`config.mk`:
```
export PLATFORM = sky130hd
export DESIGN_NAME = turnike_gecis_cozucu
export DESIGN_NICKNAME = d
export VERILOG_FILES = /design/src/rtl/turnike_gecis_cozucu.sv
export SDC_FILE = /design/constraint.sdc
export NUM_CORES = 1
export LEC_CHECK = 0
export BUFFER_PORTS_ARGS = -buffer_cell sky130_fd_sc_hd__buf_2
export CAP_MARGIN = 15
export CORE_UTILIZATION = 64
export CTS_CLUSTER_DIAMETER = 40
export DETAILED_ROUTE_END_ITERATION = 10
export PLACE_DENSITY = 0.85
export SYNTH_ARGS = -nofsm -noshare
export SYNTH_HDL_FRONTEND = slang
export SYNTH_SLANG_ARGS = --single-unit
```
`constraint.sdc`:
```
create_clock -name clk -period 5.7 [get_ports clk]
set_input_delay 0.285 -clock clk [delete_from_list [all_inputs] [get_ports clk]]
set_output_delay 0.285 -clock clk [all_outputs]
set_load 0.01 [all_outputs]
```
`src/rtl/turnike_gecis_cozucu.sv`:
```
// -----------------------------------------------------------------------------
// turnike_gecis_cozucu -- turnstile passage decoder
//
// Takes entry/exit grants from the button/indicator block, unlocks the arm,
// decodes the two arm sensors into a rotation direction and reports completed
// passages. Forced or reverse rotation raises an alarm; a grant that is never
// used expires after GRANT_TIMEOUT_CYC cycles.
//
// Handshake: there is no valid/ready flow control here. Every *_pulse input
// and output is a single-cycle strobe; a strobe is consumed in the cycle it
// is high and is dropped if the FSM is not in a state that accepts it.
//
// Ports:
//   clk, rst_n       clock, asynchronous active-low reset
//   sens_a_n/_b_n    raw arm sensors, active-low, asynchronous to clk
//   grant_in/out     one-cycle grant strobes (entry / exit)
//   alarm_clr        one-cycle alarm acknowledge
//   lock             1 = arm locked
//   entry_pulse      one cycle per completed entry
//   exit_pulse       one cycle per completed exit
//   timeout_pulse    one cycle when an unused grant expires
//   alarm            forced / invalid rotation flag
//   entry_count      completed entries, saturating
//   exit_count       completed exits, saturating
//   state_dbg        current FSM state (0 IDLE, 1 ARMED, 2 ROT1, 3 ROT2,
//                    4 ROT3, 5 ALARM)
// -----------------------------------------------------------------------------
module turnike_gecis_cozucu #(
  parameter int DEBOUNCE_CYC      = 480_000,
  parameter int GRANT_TIMEOUT_CYC = 100_000_000,
  parameter int COUNT_W           = 16
) (
  input  logic               clk,
  input  logic               rst_n,
  input  logic               sens_a_n,
  input  logic               sens_b_n,
  input  logic               grant_in,
  input  logic               grant_out,
  input  logic               alarm_clr,
  output logic               lock,
  output logic               entry_pulse,
  output logic               exit_pulse,
  output logic               timeout_pulse,
  output logic               alarm,
  output logic [COUNT_W-1:0] entry_count,
  output logic [COUNT_W-1:0] exit_count,
  output logic [2:0]         state_dbg
);

  localparam int DB_W = $clog2(DEBOUNCE_CYC + 1);
  localparam int TO_W = $clog2(GRANT_TIMEOUT_CYC + 1);
  localparam logic [DB_W-1:0] DB_LAST = DB_W'(DEBOUNCE_CYC - 1);
  localparam logic [TO_W-1:0] TO_LAST = TO_W'(GRANT_TIMEOUT_CYC - 1);

  typedef enum logic [2:0] {
    IDLE  = 3'd0,
    ARMED = 3'd1,
    ROT1  = 3'd2,
    ROT2  = 3'd3,
    ROT3  = 3'd4,
    ALARM = 3'd5
  } state_e;

  // ---------------------------------------------------------------------------
  // Sensor path: invert, two-flop synchronize, debounce. Index 1 = A, 0 = B.
  // ---------------------------------------------------------------------------
  logic [1:0]      sync1_q, sync2_q, deb_q;
  logic [DB_W-1:0] db_cnt_q [2];

  always_ff @(posedge clk or negedge rst_n) begin
    if (!rst_n) begin
      sync1_q     <= 2'b00;
      sync2_q     <= 2'b00;
      deb_q       <= 2'b00;
      db_cnt_q[0] <= '0;
      db_cnt_q[1] <= '0;
    end else begin
      sync1_q <= {~sens_a_n, ~sens_b_n};
      sync2_q <= sync1_q;
      for (int i = 0; i < 2; i++) begin
        // A sample equal to the accepted level restarts the run; the
        // DEBOUNCE_CYC-th consecutive differing sample flips the level.
        if (sync2_q[i] == deb_q[i]) begin
          db_cnt_q[i] <= '0;
        end else if (db_cnt_q[i] == DB_LAST) begin
          deb_q[i]    <= sync2_q[i];
          db_cnt_q[i] <= '0;
        end else begin
          db_cnt_q[i] <= db_cnt_q[i] + 1'b1;
        end
      end
    end
  end

  logic [1:0] ab;
  assign ab = deb_q;

  // ---------------------------------------------------------------------------
  // Passage FSM with registered outputs.
  // dir_q = 1 for entry, 0 for exit. Entry rotates 00-10-11-01-00, exit the
  // mirror image, so the first and third steps swap with direction.
  // ---------------------------------------------------------------------------
  state_e             state_q;
  logic               dir_q;
  logic [TO_W-1:0]    timer_q;
  logic               lock_q, alarm_q;
  logic               entry_pulse_q, exit_pulse_q, timeout_pulse_q;
  logic [COUNT_W-1:0] entry_count_q, exit_count_q;

  logic [1:0] e1, e3;
  assign e1 = dir_q ? 2'b10 : 2'b01;
  assign e3 = ~e1;

  always_ff @(posedge clk or negedge rst_n) begin
    if (!rst_n) begin
      state_q         <= IDLE;
      dir_q           <= 1'b1;
      timer_q         <= '0;
      lock_q          <= 1'b1;
      alarm_q         <= 1'b0;
      entry_pulse_q   <= 1'b0;
      exit_pulse_q    <= 1'b0;
      timeout_pulse_q <= 1'b0;
      entry_count_q   <= '0;
      exit_count_q    <= '0;
    end else begin
      entry_pulse_q   <= 1'b0;
      exit_pulse_q    <= 1'b0;
      timeout_pulse_q <= 1'b0;

      unique case (state_q)
        IDLE: begin
          if (ab != 2'b00) begin
            state_q <= ALARM;
            lock_q  <= 1'b1;
            alarm_q <= 1'b1;
          end else if (grant_in || grant_out) begin
            // Simultaneous grants resolve to entry.
            state_q <= ARMED;
            dir_q   <= grant_in;
            timer_q <= '0;
            lock_q  <= 1'b0;
          end
        end

        ARMED: begin
          if (ab == e1) begin
            state_q <= ROT1;
          end else if (ab != 2'b00) begin
            state_q <= ALARM;
            lock_q  <= 1'b1;
            alarm_q <= 1'b1;
          end else if (timer_q == TO_LAST) begin
            state_q         <= IDLE;
            lock_q          <= 1'b1;
            timeout_pulse_q <= 1'b1;
          end else begin
            timer_q <= timer_q + 1'b1;
          end
        end

        // Timer is frozen while the arm is off its rest position; a back-off
        // to 00 resumes it from where it stopped.
        ROT1: begin
          if (ab == 2'b11) begin
            state_q <= ROT2;
          end else if (ab == 2'b00) begin
            state_q <= ARMED;
          end else if (ab != e1) begin
            state_q <= ALARM;
            lock_q  <= 1'b1;
            alarm_q <= 1'b1;
          end
        end

        ROT2: begin
          if (ab == e3) begin
            state_q <= ROT3;
          end else if (ab == e1) begin
            state_q <= ROT1;
          end else if (ab != 2'b11) begin
            state_q <= ALARM;
            lock_q  <= 1'b1;
            alarm_q <= 1'b1;
          end
        end

        ROT3: begin
          if (ab == 2'b00) begin
            state_q <= IDLE;
            lock_q  <= 1'b1;
            if (dir_q) begin
              entry_pulse_q <= 1'b1;
              if (entry_count_q != '1) entry_count_q <= entry_count_q + 1'b1;
            end else begin
              exit_pulse_q <= 1'b1;
              if (exit_count_q != '1) exit_count_q <= exit_count_q + 1'b1;
            end
          end else if (ab == 2'b11) begin
            state_q <= ROT2;
          end else if (ab != e3) begin
            state_q <= ALARM;
            lock_q  <= 1'b1;
            alarm_q <= 1'b1;
          end
        end

        ALARM: begin
          // Acknowledge only takes effect with the arm at rest.
          if (alarm_clr && (ab == 2'b00)) begin
            state_q <= IDLE;
            alarm_q <= 1'b0;
          end
        end

        default: begin
          state_q <= ALARM;
          lock_q  <= 1'b1;
          alarm_q <= 1'b1;
        end
      endcase
    end
  end

  assign lock          = lock_q;
  assign alarm         = alarm_q;
  assign entry_pulse   = entry_pulse_q;
  assign exit_pulse    = exit_pulse_q;
  assign timeout_pulse = timeout_pulse_q;
  assign entry_count   = entry_count_q;
  assign exit_count    = exit_count_q;
  assign state_dbg     = state_q;

endmodule
```
==> flow_summary.json <==
{
  "port_buffers": 46,
  "initial_utilization": 0.671,
  "synthArstFlopShare": 1.00,
  "skew_ns": 0.0192,
  "ys_ff_latch": 112,
  "htreeDepth": 3,
  "synthesis.nets": 604,
  "ant_nets": 0,
  "io_pins": 47,
  "grt_busiest_layer": "met2",
  "core-area_um2": 8380,
  "clk_path_buf_depth": 2,
  "syn2layout_area_growth_pct": 9.34,
  "antenna_found_initial": 0,
  "track_usage": 0.276,
  "insertion_delay_ns": 0.39,
  "gr-total-overflow": 0,
  "setup_tns_ns": 0,
  "avgSynthCellArea_um2": 9.56,
  "diodes": 0,
  "powerDensity_nw_per_um2": 219,
  "synthXorXnorAreaFrac": 0.101,
  "synth_warnings": 0,
  "yosys.area_share.simple": 0.244,
  "rows": 33,
  "fin_crit_sh": 0.541,
  "yosys-top-cells-area": "dfrtp_1 49%, xnor2_1 5.3%, nor2_1 5.1%",
  "critPathArrivalTime_ns": 3.38,
  "cts.repair.resized": 0,
  "crit_chain": "inv_2 -> nor3_4 -> nand2_1 -> nor3_2 -> buf_6 -> a41oi_1 -> a31oi_1",
  "synth_top_family_by_area": "simple AND/OR/NAND/NOR gates",
  "cts_tree": "yes",
  "synth_top_flop_cell": "dfrtp_1",
  "design_power_total_uw": 1350,
  "drv_slew": 0,
  "critPathKind": "reg -> reg",
  "syn_area_um2": 5630,
  "wirelength_mm": 11.9,
  "grt_first_pass_wirelength_mm": 19.4,
  "combPwrFrac": 0.022,
  "p_clk_frac": 0.382,
  "cpPeakStageDelay_ns": 0.80,
  "chipWidth_um": 95.8,
  "ys_types": 56,
  "slowest_stage": "nor3_4",
  "rsz0062_at_grt": "false",
  "fillCellCount": 607,
  "multiInputGateArea_um2": 2670,
  "period_minus_slack_ns": 3.08,
  "hpwl_mm": 7.81,
  "numCtsBuffers": 9,
  "grtUsageMet1": 0.365,
  "cts_root_buffer": "clkbuf_8",
  "grt.met2_usage": 0.460,
  "drive_gt1_frac": 0.132,
  "p_seq_frac": 0.596,
  "fin_hold_ws_ns": 0.0149,
  "synthAdderAreaFrac": 0.0178,
  "status": "complete, no violations",
  "p_leak_uw": 0.00289,
  "switching_power_uw": 324,
  "die_y_um": 95.8,
  "clk_pin_slew_worst_paths_ns": 0.12,
  "synth_area_leader_cell": "dfrtp_1",
  "firstDrtPassIters": 5,
  "timing.fmax_ghz": 0.324,
  "synthCells": 589,
  "numClockSinks": 112,
  "drt_iter0_markers": 284,
  "ir_drop_mv": 0.151,
  "drv_cap": 0,
  "grt_max_degree": 69,
  "relSlewSlack": 0.357,
  "ff_latch_area_um2": 2810,
  "wire_per_inst_um": 16.1,
  "critPathMaxFanout": 28,
  "cp.required_ns": 6.00,
  "drc": 0,
  "grt_pass1_vias": 4217,
  "synth_compound_area_frac": 0.0947,
  "worst_pin_slew_ns": 0.961,
  "setup_viol": 0,
  "finalHoldViolCount": 0,
  "final_util": 0.734,
  "synth_most_common_cell": "dfrtp_1",
  "synth_top_cells_by_count": "110 x dfrtp_1, 76 x nor2_1, 61 x nand2_1, 35 x nand3_1, 34 x xnor2_1",
  "finalNetCount": 644,
  "dieArea_um2": 9170,
  "via_count": 4508,
  "worstSetupStartpointType": "flop",
  "cp-end-kind": "flop",
  "met3_usage": 0.0600,
  "synth_edf_count": 0,
  "sw_frac_of_total": 0.240,
  "yosysTopAreaCellShare": 0.489,
  "viasPerCell": 6.10,
  "ys_seq_area_frac": 0.498,
  "internal_power_uw": 1020,
  "synth_mux_area_frac": 0.0162,
  "hold_class": "in -> reg",
  "gp_congestion": 0.864
}
==> cells by family after synthesis <==
kind of cell / count (synthesis)
AND/OR/NAND/NOR: 272
flip-flops: 112
AO/OA/AOI/OAI: 85
XOR/XNOR: 65
buffers and inverters: 39
multiplexers: 8
adder cells (fa/ha/maj): 8
==> layout make-up <==
class | count | area share
Inverter | 19 | 0.0116
Tap cell | 105 | 0.0214
Sequential cell | 112 | 0.456
Clock buffer | 9 | 0.0201
Multi-Input combinational cell | 438 | 0.433
Timing Repair Buffer | 49 | 0.0425
Clock inverter | 7 | 0.0155
==> worst max-delay path, delay by kind of cell, from the launching register on <==
family,cells,cell delay (ns)
simple gates,3,1.73
flops,1,0.60
compound gates,2,0.28
buf+inv,2,0.40
==> cells in the final DEF (no fill, tap or decap), types with 5 or more instances in the layout <==
master	instances
nor2b_1	6
xor2_1	31
nor3_1	10
mux2_2	5
dfrtp_1	110
a31oi_1	21
nand4_1	27
inv_1	17
and4_1	6
buf_2	45
and3_1	14
nor4b_1	5
clkbuf_8	9
nand2_1	61
nand2b_1	6
ha_1	8
o22a_1	5
xnor2_1	34
o21ai_0	21
nand3_1	35
nor4_1	7
a21oi_1	21
nor2_1	76
==> power groups by stage <==
stage          Combinational, uW  Sequential [uW]  Clock (uW)
2_1_floorplan               10.2              818           0
3_3_place_gp                29.9              818           0
3_5_place_dp                31.0              818           0
4_1_cts                     31.6              803         522
5_1_grt                     36.8              804         549
6_report                    30.0              803         514
==> metal layers <==
metal | routed length, um | up-vias
met5 | 0 | -
met4 | 222 | 0
met3 | 672 | 25
met2 | 5900 | 140
met1 | 5140 | 2193
li1 | - | 2150
==> stage by stage <==
stage / instance area, um^2 / instances / setup slack, ns
finish: 6150 / 739 / 2.62
global route: 6150 / 739 / 2.46
CTS: 6140 / 738 / 2.46
detailed placement: 5910 / 721 / 2.51
global placement: 5910 / 721 / 2.64
floorplan: 5630 / 589 / 3.59
==> timing repair <==
action	CTS	global route
hold buffers	1	0
hold endpoints to repair	43	0
buffers inserted	0	0
endpoints found under the setup margin	0	0
==> final timing paths <==
| check | startpoint | endpoint | slack (ns) | cells past startpoint |
|---|---|---|---|---|
| setup / recovery | state_dbg[0] | timer_q[8] | 2.62 | 7 |
| hold / removal | sens_a_n | sync1_q[1] | 0.01 | 2 |
| setup reg to reg | state_dbg[0] | timer_q[8] | 2.62 | 7 |
| hold reg to reg | sync1_q[1] | sync2_q[1] | 0.38 | 0 |
| max in group asynchronous | rst_n | state_dbg[2] | 4.02 | 3 |
| min in group asynchronous | rst_n | timer_q[17] | 0.44 | 2 |
==> state kept, by name (all words and copies together), names as in the netlist, 2 cells and up <==
register	flops
ab	2
db_cnt_q	38
entry_count	16
exit_count	16
state_dbg	3
sync1_q	2
sync2_q	2
timer_q	27
Note: power is estimated with default switching activity, not from simulation.
